File: config.mk
export PLATFORM = sky130hd
export DESIGN_NAME = pcie_send_cmd_issuer
export DESIGN_NICKNAME = d
export VERILOG_FILES = /design/src/rtl/send_ctrl_pkg.sv /design/src/rtl/send_req_fifo.sv /design/src/rtl/pcie_send_cmd_issuer.sv
export SDC_FILE = /design/constraint.sdc
export NUM_CORES = 1
export LEC_CHECK = 0
export BUFFER_PORTS_ARGS = -buffer_cell sky130_fd_sc_hd__clkbuf_2
export CAP_MARGIN = 20
export CORE_MARGIN = 2
export CORE_UTILIZATION = 57
export CTS_CLUSTER_SIZE = 24
export DETAILED_ROUTE_END_ITERATION = 10
export GPL_ROUTABILITY_DRIVEN = 1
export PLACE_DENSITY = 0.79
export SETUP_SLACK_MARGIN = 0.2
export SKIP_LAST_GASP = 1
export SLEW_MARGIN = 25
export SYNTH_ARGS = -nofsm -noshare
export SYNTH_HDL_FRONTEND = slang
export SYNTH_HIERARCHICAL = 1
export SYNTH_SLANG_ARGS = --single-unit
File: constraint.sdc
create_clock -name clk -period 4.1 [get_ports clk]
set_input_delay 0.41 -clock clk [delete_from_list [all_inputs] [get_ports clk]]
set_output_delay 0.41 -clock clk [all_outputs]
set_load 0.02 [all_outputs]
File: src/rtl/send_ctrl_pkg.sv
// Shared types and default constants for the PCIe send-command issuer.
package send_ctrl_pkg;

  localparam int SLOT_W_DEF     = 6;
  localparam int SLOT_SHIFT_DEF = 11;
  localparam int HOLDOFF_DEF    = 64;

  // Issuer FSM: IDLE pops the queue head, ISSUE waits for the port to be free.
  typedef enum logic {
    IDLE  = 1'b0,
    ISSUE = 1'b1
  } issuer_state_t;

  // Decoded queue entry: the MSB of the slot index picks the MAC port.
  typedef struct packed {
    logic                  port;
    logic [SLOT_W_DEF-1:0] slot;
  } send_entry_t;

endpackage

File: src/rtl/send_req_fifo.sv
// Single-clock request FIFO. A push into a full FIFO is accepted when a pop
// happens in the same cycle, so the queue can stay full while it drains.
module send_req_fifo
  import send_ctrl_pkg::*;
#(
  parameter int WIDTH = SLOT_W_DEF,
  parameter int DEPTH = 8
) (
  input  logic             clk,
  input  logic             reset_n,
  input  logic             push,
  input  logic [WIDTH-1:0] push_data,
  input  logic             pop,
  output logic [WIDTH-1:0] pop_data,
  output logic             full,
  output logic             empty
);

  localparam int AW = $clog2(DEPTH);

  logic [WIDTH-1:0] mem_q [DEPTH];
  logic [AW:0]      wr_ptr_q, wr_ptr_d;
  logic [AW:0]      rd_ptr_q, rd_ptr_d;
  logic             pop_ok;
  logic             push_ok;

  // Flags and pointer advance; the extra pointer bit separates full from empty.
  always_comb begin
    empty    = (wr_ptr_q == rd_ptr_q);
    full     = (wr_ptr_q[AW] != rd_ptr_q[AW]) && (wr_ptr_q[AW-1:0] == rd_ptr_q[AW-1:0]);
    pop_ok   = pop && !empty;
    push_ok  = push && (!full || pop_ok);
    wr_ptr_d = push_ok ? wr_ptr_q + 1'b1 : wr_ptr_q;
    rd_ptr_d = pop_ok  ? rd_ptr_q + 1'b1 : rd_ptr_q;
    pop_data = mem_q[rd_ptr_q[AW-1:0]];
  end

  // Pointer registers; reset empties the queue.
  always_ff @(posedge clk or negedge reset_n) begin
    if (!reset_n) begin
      wr_ptr_q <= '0;
      rd_ptr_q <= '0;
    end else begin
      wr_ptr_q <= wr_ptr_d;
      rd_ptr_q <= rd_ptr_d;
    end
  end

  // Storage array; contents are don't-care until written.
  always_ff @(posedge clk) begin
    if (push_ok) begin
      mem_q[wr_ptr_q[AW-1:0]] <= push_data;
    end
  end

endmodule

File: src/rtl/pcie_send_cmd_issuer.sv
// Queues slot requests from the PCIe send-control interface and issues
// cmd_send pulses to TSE transmit port 1 or 2 with a per-port holdoff.
// Optional feature macro: SEND_CMD_STATS_EN adds issued_cnt / dropped_cnt.
module pcie_send_cmd_issuer
  import send_ctrl_pkg::*;
#(
  parameter int                SLOT_W     = SLOT_W_DEF,
  parameter int                ADDR_W     = 25,
  parameter int                SLOT_SHIFT = SLOT_SHIFT_DEF,
  parameter logic [ADDR_W-1:0] BASE_ADDR  = '0,
  parameter int                FIFO_DEPTH = 8,
  parameter int                HOLDOFF    = HOLDOFF_DEF
) (
  input  logic              clk,
  input  logic              reset_n,
  input  logic              ready_i,
  input  logic [SLOT_W-1:0] req_slot,
  input  logic              req_valid,
  output logic [ADDR_W-1:0] send1_start_ram_addr,
  output logic              send1_cmd_send,
  output logic [ADDR_W-1:0] send2_start_ram_addr,
  output logic              send2_cmd_send,
  output logic              drop_o,
  output logic              busy_o
`ifdef SEND_CMD_STATS_EN
  ,
  output logic [15:0]       issued_cnt,
  output logic [15:0]       dropped_cnt
`endif
);

  localparam int              CNT_W     = $clog2(HOLDOFF);
  localparam logic [CNT_W-1:0] HOLD_LOAD = CNT_W'(HOLDOFF - 1);

  issuer_state_t     state_q, state_d;
  logic              pend_port_q, pend_port_d;
  logic [ADDR_W-1:0] pend_addr_q, pend_addr_d;
  logic [ADDR_W-1:0] addr1_q, addr1_d;
  logic [ADDR_W-1:0] addr2_q, addr2_d;
  logic [CNT_W-1:0]  cnt1_q, cnt1_d;
  logic [CNT_W-1:0]  cnt2_q, cnt2_d;
  logic              drop_q, drop_d;

  logic              fifo_push;
  logic              fifo_pop;
  logic [SLOT_W-1:0] fifo_dout;
  logic              fifo_full;
  logic              fifo_empty;
  send_entry_t       head_ent;
  logic              cmd1;
  logic              cmd2;

  // Slot-to-DDR address translation, wrapping modulo 2^ADDR_W.
  function automatic logic [ADDR_W-1:0] slot_addr(input logic [SLOT_W_DEF-1:0] s);
    return BASE_ADDR + (ADDR_W'(s) << SLOT_SHIFT);
  endfunction

  send_req_fifo #(
    .WIDTH (SLOT_W),
    .DEPTH (FIFO_DEPTH)
  ) u_fifo (
    .clk       (clk),
    .reset_n   (reset_n),
    .push      (fifo_push),
    .push_data (req_slot),
    .pop       (fifo_pop),
    .pop_data  (fifo_dout),
    .full      (fifo_full),
    .empty     (fifo_empty)
  );

  // Push acceptance and drop detection; a full FIFO still accepts when popping.
  always_comb begin
    head_ent  = '{port: fifo_dout[SLOT_W-1], slot: SLOT_W_DEF'(fifo_dout)};
    fifo_push = req_valid && (!fifo_full || fifo_pop);
    drop_d    = req_valid && !fifo_push;
  end

  // FSM next state: pop into the pending register, then wait for the port.
  always_comb begin
    state_d     = state_q;
    pend_port_d = pend_port_q;
    pend_addr_d = pend_addr_q;
    fifo_pop    = 1'b0;
    cmd1        = 1'b0;
    cmd2        = 1'b0;
    case (state_q)
      IDLE: begin
        if (!fifo_empty && ready_i) begin
          fifo_pop    = 1'b1;
          pend_port_d = head_ent.port;
          pend_addr_d = slot_addr(head_ent.slot);
          state_d     = ISSUE;
        end
      end
      ISSUE: begin
        // Head-of-line blocking: nothing behind this entry moves until it issues.
        if (ready_i) begin
          if (!pend_port_q && (cnt1_q == '0)) begin
            cmd1    = 1'b1;
            state_d = IDLE;
          end else if (pend_port_q && (cnt2_q == '0)) begin
            cmd2    = 1'b1;
            state_d = IDLE;
          end
        end
      end
      default: state_d = IDLE;
    endcase
  end

  // Holdoff counters and address holding registers per port.
  always_comb begin
    cnt1_d  = cmd1 ? HOLD_LOAD : ((cnt1_q != '0) ? cnt1_q - 1'b1 : cnt1_q);
    cnt2_d  = cmd2 ? HOLD_LOAD : ((cnt2_q != '0) ? cnt2_q - 1'b1 : cnt2_q);
    addr1_d = cmd1 ? pend_addr_q : addr1_q;
    addr2_d = cmd2 ? pend_addr_q : addr2_q;
  end

  // Outputs: address is presented in the same cycle as its cmd_send pulse.
  always_comb begin
    send1_cmd_send       = cmd1;
    send2_cmd_send       = cmd2;
    send1_start_ram_addr = addr1_d;
    send2_start_ram_addr = addr2_d;
    drop_o               = drop_q;
    busy_o               = !fifo_empty || (state_q != IDLE);
  end

  // Issuer state registers.
  always_ff @(posedge clk or negedge reset_n) begin
    if (!reset_n) begin
      state_q     <= IDLE;
      pend_port_q <= 1'b0;
      pend_addr_q <= '0;
      addr1_q     <= '0;
      addr2_q     <= '0;
      cnt1_q      <= '0;
      cnt2_q      <= '0;
      drop_q      <= 1'b0;
    end else begin
      state_q     <= state_d;
      pend_port_q <= pend_port_d;
      pend_addr_q <= pend_addr_d;
      addr1_q     <= addr1_d;
      addr2_q     <= addr2_d;
      cnt1_q      <= cnt1_d;
      cnt2_q      <= cnt2_d;
      drop_q      <= drop_d;
    end
  end

`ifdef SEND_CMD_STATS_EN
  logic [15:0] issued_q, issued_d;
  logic [15:0] dropped_q, dropped_d;

  // Saturating event counters.
  always_comb begin
    issued_d  = ((cmd1 || cmd2) && (issued_q != 16'hFFFF)) ? issued_q + 16'd1 : issued_q;
    dropped_d = (drop_q && (dropped_q != 16'hFFFF)) ? dropped_q + 16'd1 : dropped_q;
    issued_cnt  = issued_q;
    dropped_cnt = dropped_q;
  end

  // Statistics registers.
  always_ff @(posedge clk or negedge reset_n) begin
    if (!reset_n) begin
      issued_q  <= '0;
      dropped_q <= '0;
    end else begin
      issued_q  <= issued_d;
      dropped_q <= dropped_d;
    end
  end
`endif

endmodule

Word level (Yosys, flattened, before mapping)
Memory sizes are Yosys's and may differ from the RTL's.
Cells that the tools add are included.
- multiplexer cells: 21
- reductions and logical operators: 22
- eq/ne operators: 3
- bitwise logic cells: 1
- add/subtract/negate cells: 4
- operators by type and width (cell ; count):
    two-way mux 25 bit ; 2
    two-way mux 6 bit ; 4
    two-way mux 1 bit ; 14
    logical NOT 6 bit ; 2
    nonzero test 6 bit ; 2
    subtractor 6 x 1 -> 6 bit (second input constant) ; 2
    adder 4 x 1 -> 4 bit (second input constant) ; 2
    logical AND 1 bit ; 8
    == test 4 bit ; 1
    logical NOT 1 bit ; 4
    nonzero test 2 bit ; 2
    == test 3 bit ; 1
    logical OR 1 bit ; 3
    one-hot mux 1 bit (2 select lines) ; 1
    AND reduction 2 bit ; 1
    inequality test 1 bit ; 1
    inverter 1 bit ; 1
- output and inout port bits: 54
- memories: 1
- flip-flop bits (word level): 79
- logic and storage cells: 62
- RAM bits: 48
- memories (name ; depth ; width ; rd ports ; clocked after memory_dff ; wr ports ; line ; text):
    u_fifo.mem_q ; 8 ; 6 ; 1 ; 0 ; 1 ; send_req_fifo.sv:21 ; logic [WIDTH-1:0] mem_q [DEPTH];

Depth between registers and ports, before layout
- word-level depth: 10
- depth in mapped cells: 13
- depth with buffers taken out: 10

Cells and area by module
The synthesis kept the hierarchy.
- by module, submodules not included (module ; area each (sq um) ; times used ; cells each):
    pcie_send_cmd_issuer ; 2632.5 ; 1 ; 195
    send_req_fifo ; 2459.9 ; 1 ; 127

Worst setup path after synthesis
OpenSTA, ideal clock, no wires.
- kind: register to register
- from: register u_fifo.wr_ptr_q[0]
- to: memory u_fifo/mem_q[5][0] in the netlist's numbering, enable pin
- period minus slack after synthesis: 3.221 ns
- required time: 3.712 ns
- slack: 0.879 ns
- arrival time: 2.832 ns
- stages on the path, launching flop included: 11
- buffers on the path: 2
- cell sequence: dfrtp_1 -> buf_2 -> xnor2_1 -> nand3_2 -> buf_6 -> nor2_1 -> inv_1 -> nand3b_1 -> a21boi_0 -> nand2_1 -> nor4b_1
- cells in the longest elaborated chain, start to end: 10
- elaborated cells between the ends (all ways): 15
- classes of those cells: eq/ne: 2; mux: 4; reduce/logical: 9
- RTL lines (what ; line ; text):
    start: declaration ; send_req_fifo.sv:22 ; logic [AW:0] wr_ptr_q, wr_ptr_d;
    start signal: assignment ; send_req_fifo.sv:44 ; wr_ptr_q <= wr_ptr_d;
    == test 4 bit ; send_req_fifo.sv:29 ; empty = (wr_ptr_q == rd_ptr_q);
    net fifo_empty ; pcie_send_cmd_issuer.sv:48 ; logic fifo_empty;
    logical NOT 1 bit ; pcie_send_cmd_issuer.sv:89 ; if (!fifo_empty && ready_i) begin
    logical AND 1 bit ; pcie_send_cmd_issuer.sv:89 ;
    two-way mux 1 bit ; pcie_send_cmd_issuer.sv:89 ;
    two-way mux 1 bit ; pcie_send_cmd_issuer.sv:87 ; case (state_q)
    logical OR 1 bit ; pcie_send_cmd_issuer.sv:75 ; fifo_push = req_valid && (!fifo_full || fifo_pop);
    logical AND 1 bit ; pcie_send_cmd_issuer.sv:75 ;
    net fifo_push ; pcie_send_cmd_issuer.sv:44 ; logic fifo_push;
    logical AND 1 bit ; send_req_fifo.sv:32 ; push_ok = push && (!full || pop_ok);
    two-way mux 1 bit ; send_req_fifo.sv:51 ; if (push_ok) begin
    two-way mux 1 bit (not written as such) ; send_req_fifo.sv:52 ; mem_q[wr_ptr_q[AW-1:0]] <= push_data;
    end: declaration ; send_req_fifo.sv:21 ;
The timed path passes the listed nets, and every way through them passes these cells.

Worst setup path after layout
- from: register cnt2_q[0]
- to: output port send2_start_ram_addr[16]
- cells in the longest elaborated chain, start to end: 7
- RTL lines (what ; line ; text):
    start: declaration ; pcie_send_cmd_issuer.sv:41 ; logic [CNT_W-1:0] cnt2_q, cnt2_d;
    start signal: assignment ; pcie_send_cmd_issuer.sv:148 ; cnt2_q <= cnt2_d;
    logical NOT 6 bit ; pcie_send_cmd_issuer.sv:102 ; end else if (pend_port_q && (cnt2_q == '0)) begin
    logical AND 1 bit ; pcie_send_cmd_issuer.sv:102 ;
    two-way mux 1 bit ; pcie_send_cmd_issuer.sv:102 ;
    two-way mux 1 bit ; pcie_send_cmd_issuer.sv:99 ; if (!pend_port_q && (cnt1_q == '0)) begin
    two-way mux 1 bit ; pcie_send_cmd_issuer.sv:98 ; if (ready_i) begin
    two-way mux 1 bit ; pcie_send_cmd_issuer.sv:87 ;
    two-way mux 25 bit ; pcie_send_cmd_issuer.sv:117 ; addr2_d = cmd2 ? pend_addr_q : addr2_q;
    end: declaration ; pcie_send_cmd_issuer.sv:21 ; output logic [ADDR_W-1:0] send2_start_ram_addr,
No other way between the ends.

==> results.ini <==
[synth]
yosysMostFrequentCell = dfrtp_1
netlist_instances = 322
ys_seq_area_share_pct = 66.6
async_flop_share_pct = 61.9
synth_area_sq_um = 5090
synth_seq_cells = 126
ys_warn_count = 6
synth_cell_types = 53
postSynth.topFlopCell = dfrtp_1
syn_area_per_cell_sq_um = 15.8
synth_common_cells = dfrtp_1, edfxtp_1, nor2b_1
synth_largest_area_cell = dfrtp_1
synth_edf_count = 48
synth.top_cell.area_share_pct = 38.3
ys_top_cells_by_area = dfrtp_1, edfxtp_1, mux4_1
syn_nets = 337

[worst_setup_path]
crit_type = reg2out
cp_slowest_cell = nor3b_4
worstPathRequired_ps = 3690
path_cells = inv_1 -> ha_1 -> or4b_1 -> nor3b_4 -> buf_4 -> or2_2 -> clkbuf_2
cp.arrival_ps = 3070
critPathMaxStageDelay_ps = 750
crit_fanout = 18
cp-start-kind = register
critPathCaptureType = output port

[placement]
dp_hpwl_mm = 6.11
globalplace.congestion = 0.796
io_buffer_count = 63

[sta]
fin_skew_ps = 8.22
max_freq_mhz = 288
slew_violations = 0
max-slew-margin-rel_pct = 36.7
setup_viol = 0
tightestPinTransition_ps = 943
grt_setup_unrepaired = false
hold_viol_final = 0
finalCriticalPeriod_ps = 3480
fin_crit_sh_pct = 84.8
finalSetupTns_ps = 0

[power_and_ir_drop]
peakVddDrop_mv = 0.452
power_mw = 4.27
power.density_nw_per_um2 = 696
leakage_nw = 2.75

[drt]
totalWireLength_mm = 9.42
drc = 0
firstDrtPassIters = 4
ant_nets = 0
viasPerCell = 5.49
num_vias = 2831
drt_iter0_drc = 106
wl_per_cell_microns = 18.2

[layout]
drive_gt1_share_pct = 34.3
syn_to_final_growth_pct = 20.7
fin_nets = 410
diodes = 0

[clock_tree]
path_clk_slew_ps = 60
post_cts_resize_count = 0
cts.path.max_buffers = 2
cts_root_buffer = clkbuf_8
numCtsBuffers = 17
cts_tree = done
h-tree-depth = 4
clock-sinks = 126
clock_latency_ps = 520

[die]
io_pins = 64
dieWidth_microns = 98.5
die-height_microns = 98.5
start_util_pct = 58.7
num_rows = 34
core_sq_um = 8680
die-area_sq_um = 9710

[global_routing]
antenna_found_initial = 0
grt_pass1_wl_mm = 15.0
grt_max_degree = 79
grtUsageTotal_pct = 20.6
grt_pass1_vias = 2888
grt_overflow_total = 0

[run_status]
outcome = complete, no violations

[run]
drv_cap = 0

[min_path]
hold_class = in2reg

final cells by class:
cell class	count	area [sq um]
repair buffers	71	400
fillers	566	2530
clock inverters	15	196
well taps	108	135
inverters	8	30.0
clock buffers	17	414
multi-input cells	171	1580
flip-flops and latches	126	3390
worst max-delay path: cells and delay by family, from the launching register on:
kind | cells | cell delay [ps]
flops | 1 | 380
fa+ha+maj | 1 | 180
buf+inv | 3 | 550
simple gates | 3 | 1460
routing by layer:
metal,wire length [microns],GRT usage (%)
met2,4920,33.5
met4,110,7.69
met5,0,0
met3,327,6.67
met1,4060,26.2
path summary, 6_finish.rpt:
kind	startpoint	end	slack (ps)	cells past startpoint
max in group asynchronous	reset_n	pend_port_q	3170	3
worst max register to register	u_fifo/rd_ptr_q[1]	u_fifo/mem_q[6][1]	990	9
worst min-delay path	req_valid	drop_o	170	2
worst max-delay path	cnt2_q[0]	send2_start_ram_addr[16]	620	7
min in group asynchronous	reset_n	addr1_q[2]	370	2
worst min register to register	addr2_q[16]	addr2_q[16]	460	1
cell families (layout without fill, tap and decap cells):
group | count (synthesis) | in the layout | share of synthesized area, %
compound gates | 24 | 24 | 4.01
xor+xnor | 10 | 10 | 1.87
fa+ha+maj | 5 | 5 | 1.23
buf+inv | 25 | 111 | 2.87
flops | 126 | 126 | 66.6
mux | 39 | 39 | 12.1
simple gates | 93 | 93 | 11.3
layout by cell type, fill, tap and decap left out, types with 3 or more instances in the layout:
master,instances
dfrtp_1,78
clkbuf_2,62
edfxtp_1,48
nor2b_1,41
mux2_2,25
clkbuf_16,16
mux4_1,12
nor2_1,9
nor3_1,8
xnor2_1,8
inv_1,7
buf_4,7
nand2b_1,6
a21oi_1,6
ha_1,5
clkinv_4,5
nor4_1,4
bufinv_16,4
nand2_1,4
clkinv_1,3
o21ai_0,3
sequential cells by signal, indices dropped and copies added, names as in the netlist:
register and flops:
u_fifo/mem_q 48, addr1_q 25, addr2_q 25, cnt1_q 6, cnt2_q 6, pend_addr_q 5, u_fifo/rd_ptr_q 4, u_fifo/wr_ptr_q 4
drop_o 1, pend_port_q 1, state_q 1
per-stage QoR:
stage               instances  hold slack, ps  setup slack [ps]  utilization (%)  area, sq um
global route              516             156               463             70.8         6150
finish                    516             165               624             70.8         6150
floorplan                 322             114               879                -         5090
detailed placement        482             453              1000             63.4         5500
CTS                       514            55.0               601             70.4         6110
global placement          482             440               855             63.1         5480
what timing repair did:
item	4_1_cts	5_1_grt
setup buffers	0	0
hold buffers	0	1
hold endpoints to repair	0	25
power breakdown:
part / internal (mW) / switching [mW] / total (mW)
Combinational: 0.465 / 0.524 / 0.989
Clock: 0.983 / 0.530 / 1.51
Sequential: 1.56 / 0.211 / 1.77
Total: 3.01 / 1.27 / 4.27
Note: power is estimated with default switching activity, not from simulation.
